[config.mk]
export PLATFORM = sky130hd
export DESIGN_NAME = pwm_decoder
export DESIGN_NICKNAME = d
export VERILOG_FILES = /design/src/rtl/pwm_decoder.sv
export SDC_FILE = /design/constraint.sdc
export NUM_CORES = 1
export LEC_CHECK = 0
export ABC_AREA = 1
export CAP_MARGIN = 40
export CORE_ASPECT_RATIO = 0.7
export CORE_MARGIN = 4
export CORE_UTILIZATION = 50
export DETAILED_ROUTE_END_ITERATION = 16
export GPL_ROUTABILITY_DRIVEN = 0
export PLACE_DENSITY = 0.76
export SYNTH_ARGS = -nofsm -noshare
export SYNTH_HDL_FRONTEND = slang
export SYNTH_SLANG_ARGS = --single-unit
[constraint.sdc]
create_clock -name clk -period 3.57 [get_ports clk]
set_input_delay 0.714 -clock clk [delete_from_list [all_inputs] [get_ports clk]]
set_output_delay 0.714 -clock clk [all_outputs]
set_load 0.05 [all_outputs]
[src/rtl/pwm_decoder.sv]
// Servo-style PWM decoder: measures the synchronized high time in percent units
// and turns it back into the signed 8-bit wheel command that produced it.
module pwm_decoder #(
    parameter logic       FLIPPED        = 1'b0,
    parameter logic [6:0] ZERO           = 7'd60,
    parameter int         PERIOD         = 100,
    parameter int         ONE_PCT_PERIOD = 1
) (
    input  logic              clk,
    input  logic              reset,
    input  logic              one_MHz_enable,
    input  logic              wheel_signal,
    output logic signed [7:0] wheel_cmd,
    output logic              cmd_valid,
    output logic              signal_lost
);

    typedef enum logic [1:0] {WAIT_LOW, WAIT_RISE, MEASURE, DECODE} state_t;

    localparam int         PRESC_W    = 16;
    localparam logic [PRESC_W-1:0] PRESC_LAST = PRESC_W'(ONE_PCT_PERIOD - 1);
    localparam logic [8:0] PERIOD_W   = 9'(PERIOD);
    localparam logic [9:0] TIMEOUT_W  = 10'(2 * PERIOD);
    localparam logic [8:0] CNT_MAX    = 9'd511;

    state_t               state_q, state_d;
    logic                 sync1_q, s_q, s_prev_q, settled_q;
    logic [PRESC_W-1:0]   presc_q, presc_d;
    logic [8:0]           width_q, width_d;
    logic [8:0]           idle_q, idle_d;
    logic signed [7:0]    cmd_q, cmd_d;
    logic                 valid_q, valid_d;
    logic                 lost_q, lost_d;
    logic                 tick, rise, fall;

    function automatic logic signed [7:0] decode_cmd(input logic [8:0] w);
        logic signed [9:0] d;
        d = $signed({1'b0, w}) - $signed({3'b000, ZERO});
        if (FLIPPED) d = -d;
        if (d > 10'sd127)       return 8'sd127;
        else if (d < -10'sd127) return -8'sd127;
        else                    return $signed(d[7:0]);
    endfunction

    assign rise = s_q & ~s_prev_q;
    assign fall = ~s_q & s_prev_q;
    assign tick = one_MHz_enable && (presc_q == PRESC_LAST);

    always_ff @(posedge clk or posedge reset) begin
        if (reset) begin
            sync1_q   <= 1'b0;
            s_q       <= 1'b0;
            s_prev_q  <= 1'b0;
            settled_q <= 1'b0;
            state_q   <= WAIT_LOW;
            presc_q   <= '0;
            width_q   <= '0;
            idle_q    <= '0;
            cmd_q     <= '0;
            valid_q   <= 1'b0;
            lost_q    <= 1'b1;
        end else begin
            sync1_q   <= wheel_signal;
            s_q       <= sync1_q;
            s_prev_q  <= s_q;
            settled_q <= 1'b1;
            state_q   <= state_d;
            presc_q   <= presc_d;
            width_q   <= width_d;
            idle_q    <= idle_d;
            cmd_q     <= cmd_d;
            valid_q   <= valid_d;
            lost_q    <= lost_d;
        end
    end

    always_comb begin
        state_d = state_q;
        presc_d = presc_q;
        width_d = width_q;
        idle_d  = idle_q;
        cmd_d   = cmd_q;
        valid_d = 1'b0;
        lost_d  = lost_q;

        if (one_MHz_enable) presc_d = tick ? '0 : presc_q + 1'b1;

        if (rise || fall)                  idle_d = '0;
        else if (tick && idle_q != CNT_MAX) idle_d = idle_q + 9'd1;

        case (state_q)
            WAIT_LOW: begin
                // The reset values of the synchronizer look like a low line, so
                // wait until the pipe has refilled before trusting s=0.
                if (settled_q && !sync1_q && !s_q) state_d = WAIT_RISE;
            end
            WAIT_RISE: begin
                if (rise) begin
                    width_d = '0;
                    presc_d = '0;
                    state_d = MEASURE;
                end
            end
            MEASURE: begin
                if (tick && width_q != CNT_MAX) width_d = width_q + 9'd1;
                if (width_q > PERIOD_W) begin
                    lost_d  = 1'b1;
                    state_d = WAIT_LOW;
                end else if (fall) begin
                    state_d = DECODE;
                end
            end
            DECODE: begin
                cmd_d   = decode_cmd(width_q);
                valid_d = 1'b1;
                lost_d  = 1'b0;
                state_d = WAIT_RISE;
            end
            default: state_d = WAIT_LOW;
        endcase

        if ((state_q == WAIT_LOW || state_q == WAIT_RISE) && ({1'b0, idle_q} >= TIMEOUT_W)) begin
            lost_d = 1'b1;
            cmd_d  = '0;
        end
    end

    assign wheel_cmd   = cmd_q;
    assign cmd_valid   = valid_q;
    assign signal_lost = lost_q;

endmodule
==> metrics.md, run 1 <==
| Metric | Value |
|---|---|
| Status | `finished clean` |
| Psw | `0.000684 W` |
| # Max-Cap Violations | `0` |
| # DRC | `0` |
| Largest net degree at the start of global routing | `38` |
| Antenna violations before repair | `0` |
| Worst setup SP type | `flop` |
| Routed wire length | `5740 um` |
| Mean Syn Cell Area | `7.90 sq um` |
| Sw frac | `40.7%` |
| Cell Pwr Density | `518 nW/um^2` |
| DR WL/cell | `12.4 um` |
| I/O pin total | `14` |
| # diodes | `0` |
| Worst-skew pair later-pin latency | `310 ps` |
| Core Util, Final | `56.7%` |
| Port buffer count | `13` |
| Register area | `1250 sq um` |
| Clk_skew | `10.7 ps` |
| First-pass GRT wire length | `10300 um` |
| Fin. max-slew vios | `0` |
| Fmax | `0.424 GHz` |
| TritonCTS Sinks | `50` |
| Min-delay src | `sync1_q$_DFF_PP0_` |
| Hold Path End | `s_q$_DFF_PP0_` |
| Combinational share of power | `36.4%` |
| Synth Area in Compound Gates | `6.66%` |
| Leakage Power | `1.62 nW` |
| Post-synthesis simple-gate area fraction | `32.7%` |
| Placed wire-length estimate | `4270 um` |
| Crit path required time | `2860 ps` |
| Die Wd | `99.8 um` |
| Layout cells sized above 1 | `8.74%` |
| Fin. Hold Viols | `0` |
| Clk buf depth | `2` |
| Die area | `7210 sq um` |
| Initial drt markers | `181` |
| CTS buffer count | `5` |
| Worst-path cell with the longest stage delay | `clkdlybuf4s50_1` |
| Post-cts sizing count | `0` |
| Delay-heaviest family, CP | `buffers and inverters` |
| IR drop worst, VDD | `304 uV` |
| Reg-to-reg startpoint | `width_q[2]$_DFFE_PP0P_` |
| CTS H-tree depth | `2` |
| Flop2flop setup slack | `1620 ps` |
| Post-CTS Setup Bufs | `0` |
| Final net count | `410` |
| Post-synthesis instance total | `373` |
| Synth Warn # | `0` |
| Core Area | `5730 sq um` |
| Syn_nets | `395` |
| Post-synthesis sequential area ratio | `42.5%` |
| Hold-critical path depth | `0` |
| RSZ-0062 raised after global routing | `no` |
| XOR/XNOR Fraction of Synth Area | `3.27%` |
| Post-synthesis mux area share | `0%` |
| Combinational family with the most area after synthesis | `simple AND/OR/NAND/NOR gates` |
| Number of global-route vias before repair | `2197` |
| Synth unique cells | `35` |
| CTS Hold Bufs | `0` |
| Worst reg2reg path depth | `9` |
| Setup_tns | `0 ps` |
| Sequential power share | `42.2%` |
| Worst-path maximum fanout | `2` |
| Hold crit path type | `flop to flop` |
| Internal power | `0.000998 W` |
| Cells along the critical path | `clkdlybuf4s50_1` |
| Worst setup EP type | `output pin` |
| Largest stage delay on the critical path | `800 ps` |
| Post-Syn Area | `2950 sq um` |
| Tcrit/Tclk final | `66.0%` |
| Clock Tree Root | `clkbuf_8` |
| Routed Antenna Nets | `0` |
| Multi-input gate area | `1490 sq um` |
| Worst-margin pin slew | `502 ps` |
| CP startpoint | `signal_lost$_DFFE_PP1P_` |
| Clk slew on worst S/H paths | `90 ps` |
| CTS tree | `done` |
| DRT Pass-1 Iters | `5` |
| Yosys reg bits | `50` |
| Total Routing Usage GR | `17.7%` |
| FILL cells | `502` |
| Slew headroom | `66.4%` |
| Vias per Instance | `5.12` |
| Via count | `2374` |
| Height of the chip | `72.2 um` |
| Area growth syn-to-layout | `10.1%` |
| Final min period | `2360 ps` |
| Initial Utilization | `51.5%` |
| Reg-to-reg endpoint | `width_q[0]$_DFFE_PP0P_` |
| Arrival @ worst endpoint | `1640 ps` |
| Row cnt | `23` |
| Total gr overflow | `0` |
| Clock power frac | `21.4%` |
| # setup viols final | `0` |
| Crit path kind | `flop to output pin` |
| Adder-cell share of the synthesized area | `7.64%` |
| CP Buf/Inv Count | `1` |
==> registers in the layout, summed over array words and instances, names as in the netlist <==
| register | flops |
|---|---|
| cmd_valid | 1 |
| width_q | 9 |
| signal_lost | 1 |
| settled_q | 1 |
| s_q | 1 |
| s_prev_q | 1 |
| sync1_q | 1 |
| presc_q | 16 |
| idle_q | 9 |
| state_q | 2 |
| wheel_cmd | 8 |
==> routing by layer <==
layer	GRT usage (%)	vias to the layer above	share of wire, %	wire length [um]
met5	0	-	0	0
met2	24.9	55	40	2290
met3	3.55	4	5.3	307
met1	27.6	1094	54	3100
li1	-	1221	-	-
met4	4.85	0	0.84	48
==> placed cells by master, fill, tap and decap left out, types with 2 or more instances in the layout <==
| cell | n |
|---|---|
| nor2_1 | 34 |
| or2_2 | 3 |
| clkbuf_8 | 6 |
| nand3b_1 | 4 |
| nor3_2 | 2 |
| nand2_2 | 4 |
| xor2_1 | 11 |
| o21ai_0 | 19 |
| clkdlybuf4s50_1 | 13 |
| a21oi_1 | 11 |
| dfrtp_1 | 49 |
| nand2_1 | 100 |
| nor3_1 | 8 |
| nand4_1 | 11 |
| nor2_2 | 4 |
| inv_2 | 2 |
| inv_1 | 42 |
| nand3_1 | 28 |
| nor2_4 | 4 |
| ha_1 | 18 |
| o211ai_1 | 2 |
==> layout make-up <==
cell class                      count  area share, %
Multi-Input combinational cell    273           45.8
Sequential cell                    50           38.6
Inverter                           44           5.09
Timing Repair Buffer               14           4.62
Tap cell                           75           2.89
Clock buffer                        6           2.54
Clock inverter                      2          0.501
==> power by group through the flow <==
stage / logic (W) / registers [W] / clock network (W)
6_report: 0.000612 / 0.000710 / 0.000360
5_1_grt: 0.000691 / 0.000719 / 0.000393
3_3_place_gp: 0.000598 / 0.000715 / 0
4_1_cts: 0.000614 / 0.000710 / 0.000370
3_5_place_dp: 0.000611 / 0.000721 / 0
2_1_floorplan: 0.000350 / 0.000820 / 0
==> kinds of logic (layout without fill, tap and decap cells) <==
kind of cell | after synthesis | after routing
flip-flops | 50 | 50
AND/OR/NAND/NOR | 207 | 207
AO/OA/AOI/OAI | 36 | 36
other | 1 | 1
adder cells (fa/ha/maj) | 18 | 18
buffers and inverters | 50 | 66
XOR/XNOR | 11 | 11
==> worst max-delay path by stage <==
| stage | slack [ps] | depth (start not counted) | to |
|---|---|---|---|
| 3_5_place_dp | 1030 | 8 | presc_q[11]$_DFF_PP0_ |
| 4_1_cts | 1200 | 1 | signal_lost |
| 2_1_floorplan | 1660 | 1 | cmd_valid$_DFF_PP0_ |
| 3_3_place_gp | 1100 | 8 | presc_q[11]$_DFF_PP0_ |
| 5_1_grt | 1170 | 8 | presc_q[11]$_DFF_PP0_ |
| 6_report | 1210 | 1 | signal_lost |
==> stage by stage <==
step / setup slack (ps) / instance area, sq um / total power, W / hold WS, ps / cells
finish: 1210 / 3250 / 0.00168 / 385 / 464
global route: 1170 / 3250 / 0.00180 / 409 / 464
CTS: 1200 / 3250 / 0.00169 / 392 / 464
detailed placement: 1030 / 3150 / 0.00133 / 373 / 456
global placement: 1100 / 3130 / 0.00131 / 362 / 455
floorplan: 1660 / 2950 / 0.00117 / 355 / 373
==> synth_stat cells <==
library cell | number | area, sq um
nor3_2 | 2 | 20.0
nand4_2 | 1 | 12.5
nand3b_1 | 4 | 30.0
clkbuf_1 | 1 | 3.75
nor3_1 | 8 | 40.0
o211ai_1 | 2 | 15.0
inv_1 | 43 | 161
nand2_4 | 1 | 11.3
a21oi_1 | 11 | 55.1
dfrtp_1 | 49 | 1230
o21ai_2 | 1 | 8.76
nand2_2 | 4 | 25.0
inv_2 | 1 | 3.75
nand2_1 | 100 | 375
conb_1 | 1 | 3.75
a31oi_1 | 1 | 6.26
clkbuf_2 | 1 | 5.00
nand3_2 | 1 | 10.0
nor3b_1 | 1 | 7.51
nor2_4 | 4 | 45.0
buf_4 | 1 | 7.51
dfstp_2 | 1 | 26.3
nand4_1 | 11 | 68.8
and3_2 | 1 | 7.51
o32ai_1 | 1 | 8.76
nor2_2 | 4 | 25.0
buf_6 | 2 | 22.5
nor2_1 | 34 | 128
or2_2 | 3 | 18.8
ha_1 | 18 | 225
nand3_1 | 28 | 140
a21o_1 | 1 | 7.51
xor2_1 | 11 | 96.3
buf_2 | 1 | 5.00
o21ai_0 | 19 | 95.1
No activity file was read; power rests on OpenSTA's default activity.
==> run 2: changes to the inputs <==
==> constraint.sdc (replaced) <==
create_clock -name clk -period 2.35 [get_ports clk]
set_input_delay 0.47 -clock clk [delete_from_list [all_inputs] [get_ports clk]]
set_output_delay 0.47 -clock clk [all_outputs]
set_load 0.05 [all_outputs]
==> run 2 against run 1 <==
  * Sequential share of layout area is 0.19 points lower
  * Global-route usage is 0.46 points higher
  * Critical path type unchanged
  * Core utilization is 0.28 points higher
  * Largest power group unchanged
  * Critical endpoint unchanged
  * Clock-buffer cell count stayed put
  * Non-clock buffer count is 2 higher
  * Total power is 54% higher
  * Via count is 0.84% higher
  * Critical path depth stayed put
==> metrics.md, run 2 (synthesis results as in run 1) <==
| Metric | Value |
|---|---|
| Psw | `0.00106 W (was 0.000684 W)` |
| IR drop worst, VDD | `444 uV (was 304 uV)` |
| Fmax | `0.472 GHz` |
| Hold crit path type | `flop to flop (unchanged)` |
| Biggest regs | `presc_q x16, idle_q x9, width_q x9 (unchanged)` |
| Port buffer count | `13 (unchanged)` |
| Area growth syn-to-layout | `10.7% (was 10.1%)` |
| Sw frac | `40.8% (was 40.7%)` |
| Delay-heaviest family, CP | `buffers and inverters (unchanged)` |
| Met2 WL | `2340 um (was 2290 um)` |
| Largest net degree at the start of global routing | `51 (was 38)` |
| Worst setup EP type | `output pin (unchanged)` |
| Total Routing Usage GR | `18.2% (was 17.7%)` |
| Cell Pwr Density | `792 nW/um^2 (was 518 nW/um^2)` |
| DRT Pass-1 Iters | `5 (unchanged)` |
| Number of global-route vias before repair | `2242 (was 2197)` |
| Post-route cell area | `3260 sq um (was 3250 sq um)` |
| Slew headroom | `65.9% (was 66.4%)` |
| Final min period | `2120 ps` |
| Crit path kind | `flop to output pin (unchanged)` |
| Register area | `1250 sq um (unchanged)` |
| Design Power | `0.00258 W (was 0.00168 W)` |
| Initial drt markers | `183 (was 181)` |
| Vias per Instance | `5.14 (was 5.12)` |
| Largest stage delay on the critical path | `800 ps (about the same)` |
| Layout cells sized above 1 | `9.21% (was 8.74%)` |
| # Max-Cap Violations | `0 (unchanged)` |
| Placed wire-length estimate | `4350 um (was 4270 um)` |
| Cells along the critical path | `clkdlybuf4s50_1 (unchanged)` |
| Internal power | `0.00153 W (was 0.000998 W)` |
| Total gr overflow | `0 (unchanged)` |
| Top sig layer | `met4 (unchanged)` |
| Fin. Hold Viols | `0 (unchanged)` |
| Final net count | `412 (was 410)` |
| Row cnt | `23 (unchanged)` |
| Via count | `2394 (was 2374)` |
| Initial Utilization | `51.5% (unchanged)` |
| Hold Path End | `s_q$_DFF_PP0_ (unchanged)` |
| Routed wire length | `5900 um (was 5740 um)` |
| # setup viols final | `0 (unchanged)` |
| Clk buf depth | `2 (unchanged)` |
| Flop2flop setup slack | `350 ps (was 1620 ps)` |
| Commonest non-fill, non-tap cell in the layout | `nand2_1 (unchanged)` |
| Worst-path maximum fanout | `2 (unchanged)` |
| CP startpoint | `signal_lost$_DFFE_PP1P_ (unchanged)` |
| Combinational share of power | `36.9% (was 36.4%)` |
| Die Wd | `99.8 um (unchanged)` |
| Clock Tree Root | `clkbuf_8 (unchanged)` |
| # DRC | `0 (unchanged)` |
| Arrival @ worst endpoint | `1650 ps (was 1640 ps)` |
| I/O pin total | `14 (unchanged)` |
| Top reg by flops | `presc_q (unchanged)` |
| Setup_tns | `0 ps (unchanged)` |
| CTS H-tree depth | `2 (unchanged)` |
| Leakage Power | `1.64 nW (was 1.62 nW)` |
| Routed length on met3 | `377 um (was 307 um)` |
| TritonCTS Sinks | `50 (unchanged)` |
| Worst setup SP type | `flop (unchanged)` |
| Worst reg2reg path depth | `11 (was 9)` |
| CTS tree | `done (unchanged)` |
| Sequential power share | `41.6% (was 42.2%)` |
| CTS buffer count | `5 (unchanged)` |
| Hold-critical path depth | `0 (unchanged)` |
| Clk_skew | `8.55 ps (was 10.7 ps)` |
| Commonest cells after routing, fill and taps aside | `100 x nand2_1, 49 x dfrtp_1, 42 x inv_1, 34 x nor2_1, 28 x nand3_1 (unchanged)` |
| # diodes | `0 (unchanged)` |
| Clock power frac | `21.5% (was 21.4%)` |
| Post-cts sizing count | `0 (unchanged)` |
| Worst-margin pin slew | `509 ps (was 502 ps)` |
| Routed Antenna Nets | `0 (unchanged)` |
| Min-delay src | `sync1_q$_DFF_PP0_ (unchanged)` |
| Clk slew on worst S/H paths | `90 ps (about the same)` |
| Max FFs per register | `16 (unchanged)` |
| Crit path required time | `1880 ps (was 2860 ps)` |
| CTS Hold Bufs | `0 (unchanged)` |
| First-pass GRT wire length | `10600 um (was 10300 um)` |
| Die area | `7210 sq um (unchanged)` |
| Post-CTS Setup Bufs | `0 (unchanged)` |
| DR WL/cell | `12.7 um (was 12.4 um)` |
| Reg-to-reg endpoint | `idle_q[6]$_DFFE_PP0P_ (was width_q[0]$_DFFE_PP0P_)` |
| Antenna violations before repair | `0 (unchanged)` |
| Multi-input gate area | `1490 sq um (unchanged)` |
| Fin. max-slew vios | `0 (unchanged)` |
| Worst-skew pair later-pin latency | `310 ps (about the same)` |
| RSZ-0062 raised after global routing | `no (unchanged)` |
| Wl on met1 | `3100 um (about the same)` |
| FILL cells | `508 (was 502)` |
| Status | `finished clean (unchanged)` |
| Core Area | `5730 sq um (unchanged)` |
| Post-DP Area | `3160 sq um (was 3150 sq um)` |
| Tcrit/Tclk final | `90.1%` |
| CP Buf/Inv Count | `1 (unchanged)` |
| Worst-path cell with the longest stage delay | `clkdlybuf4s50_1 (unchanged)` |
| Reg-to-reg startpoint | `idle_q[0]$_DFFE_PP0P_ (was width_q[2]$_DFFE_PP0P_)` |
| Height of the chip | `72.2 um (unchanged)` |
==> run 2: cell types whose count changed in the layout (fill, tap and decap cells not counted), sizes merged <==
cell / previous run / this run
buf: 1 / 3
clkinv: 0 / 2
clkinvlp: 1 / 0
inv: 45 / 44
==> run 2: power groups by stage <==
| stage | Sequential [W] | Combinational (W) | Clock, W |
|---|---|---|---|
| floorplan | 0.00125 | 0.000531 | 0 |
| global placement | 0.00109 | 0.000934 | 0 |
| detailed placement | 0.00109 | 0.000955 | 0 |
| CTS | 0.00107 | 0.000961 | 0.000574 |
| global route | 0.00109 | 0.00108 | 0.000601 |
| finish | 0.00108 | 0.000953 | 0.000556 |
==> run 2: worst max path at each step <==
stage	endpoint	depth (start not counted)
2_1_floorplan	width_q[7]$_DFFE_PP0P_	9
3_3_place_gp	presc_q[11]$_DFF_PP0_	8
6_report	signal_lost	1
3_5_place_dp	idle_q[6]$_DFFE_PP0P_	8
4_1_cts	signal_lost	1
5_1_grt	idle_q[6]$_DFFE_PP0P_	11
==> run 2: layout make-up <==
type                            instances  area share, %
Multi-Input combinational cell        273           45.6
Sequential cell                        50           38.4
Timing Repair Buffer                   16           5.06
Inverter                               44           5.06
Tap cell                               75           2.88
Clock buffer                            6           2.53
Clock inverter                          2          0.537
==> run 2: per-layer routing <==
layer / global-route usage (%) / vias up
li1: - / 1231
met1: 28.5 / 1102
met4: 6.21 / 0
met2: 24.5 / 55
met5: 0 / -
met3: 4.03 / 6
==> run 2: metrics by stage <==
stage / hold slack (ps) / cells / util, % / setup slack [ps]
finish: 383 / 466 / 57.0 / 232
global route: 387 / 466 / 57.0 / 141
CTS: 383 / 466 / 57.0 / 206
detailed placement: 361 / 458 / 55.2 / 266
global placement: 359 / 458 / 55.2 / 308
floorplan: 355 / 373 / - / 628
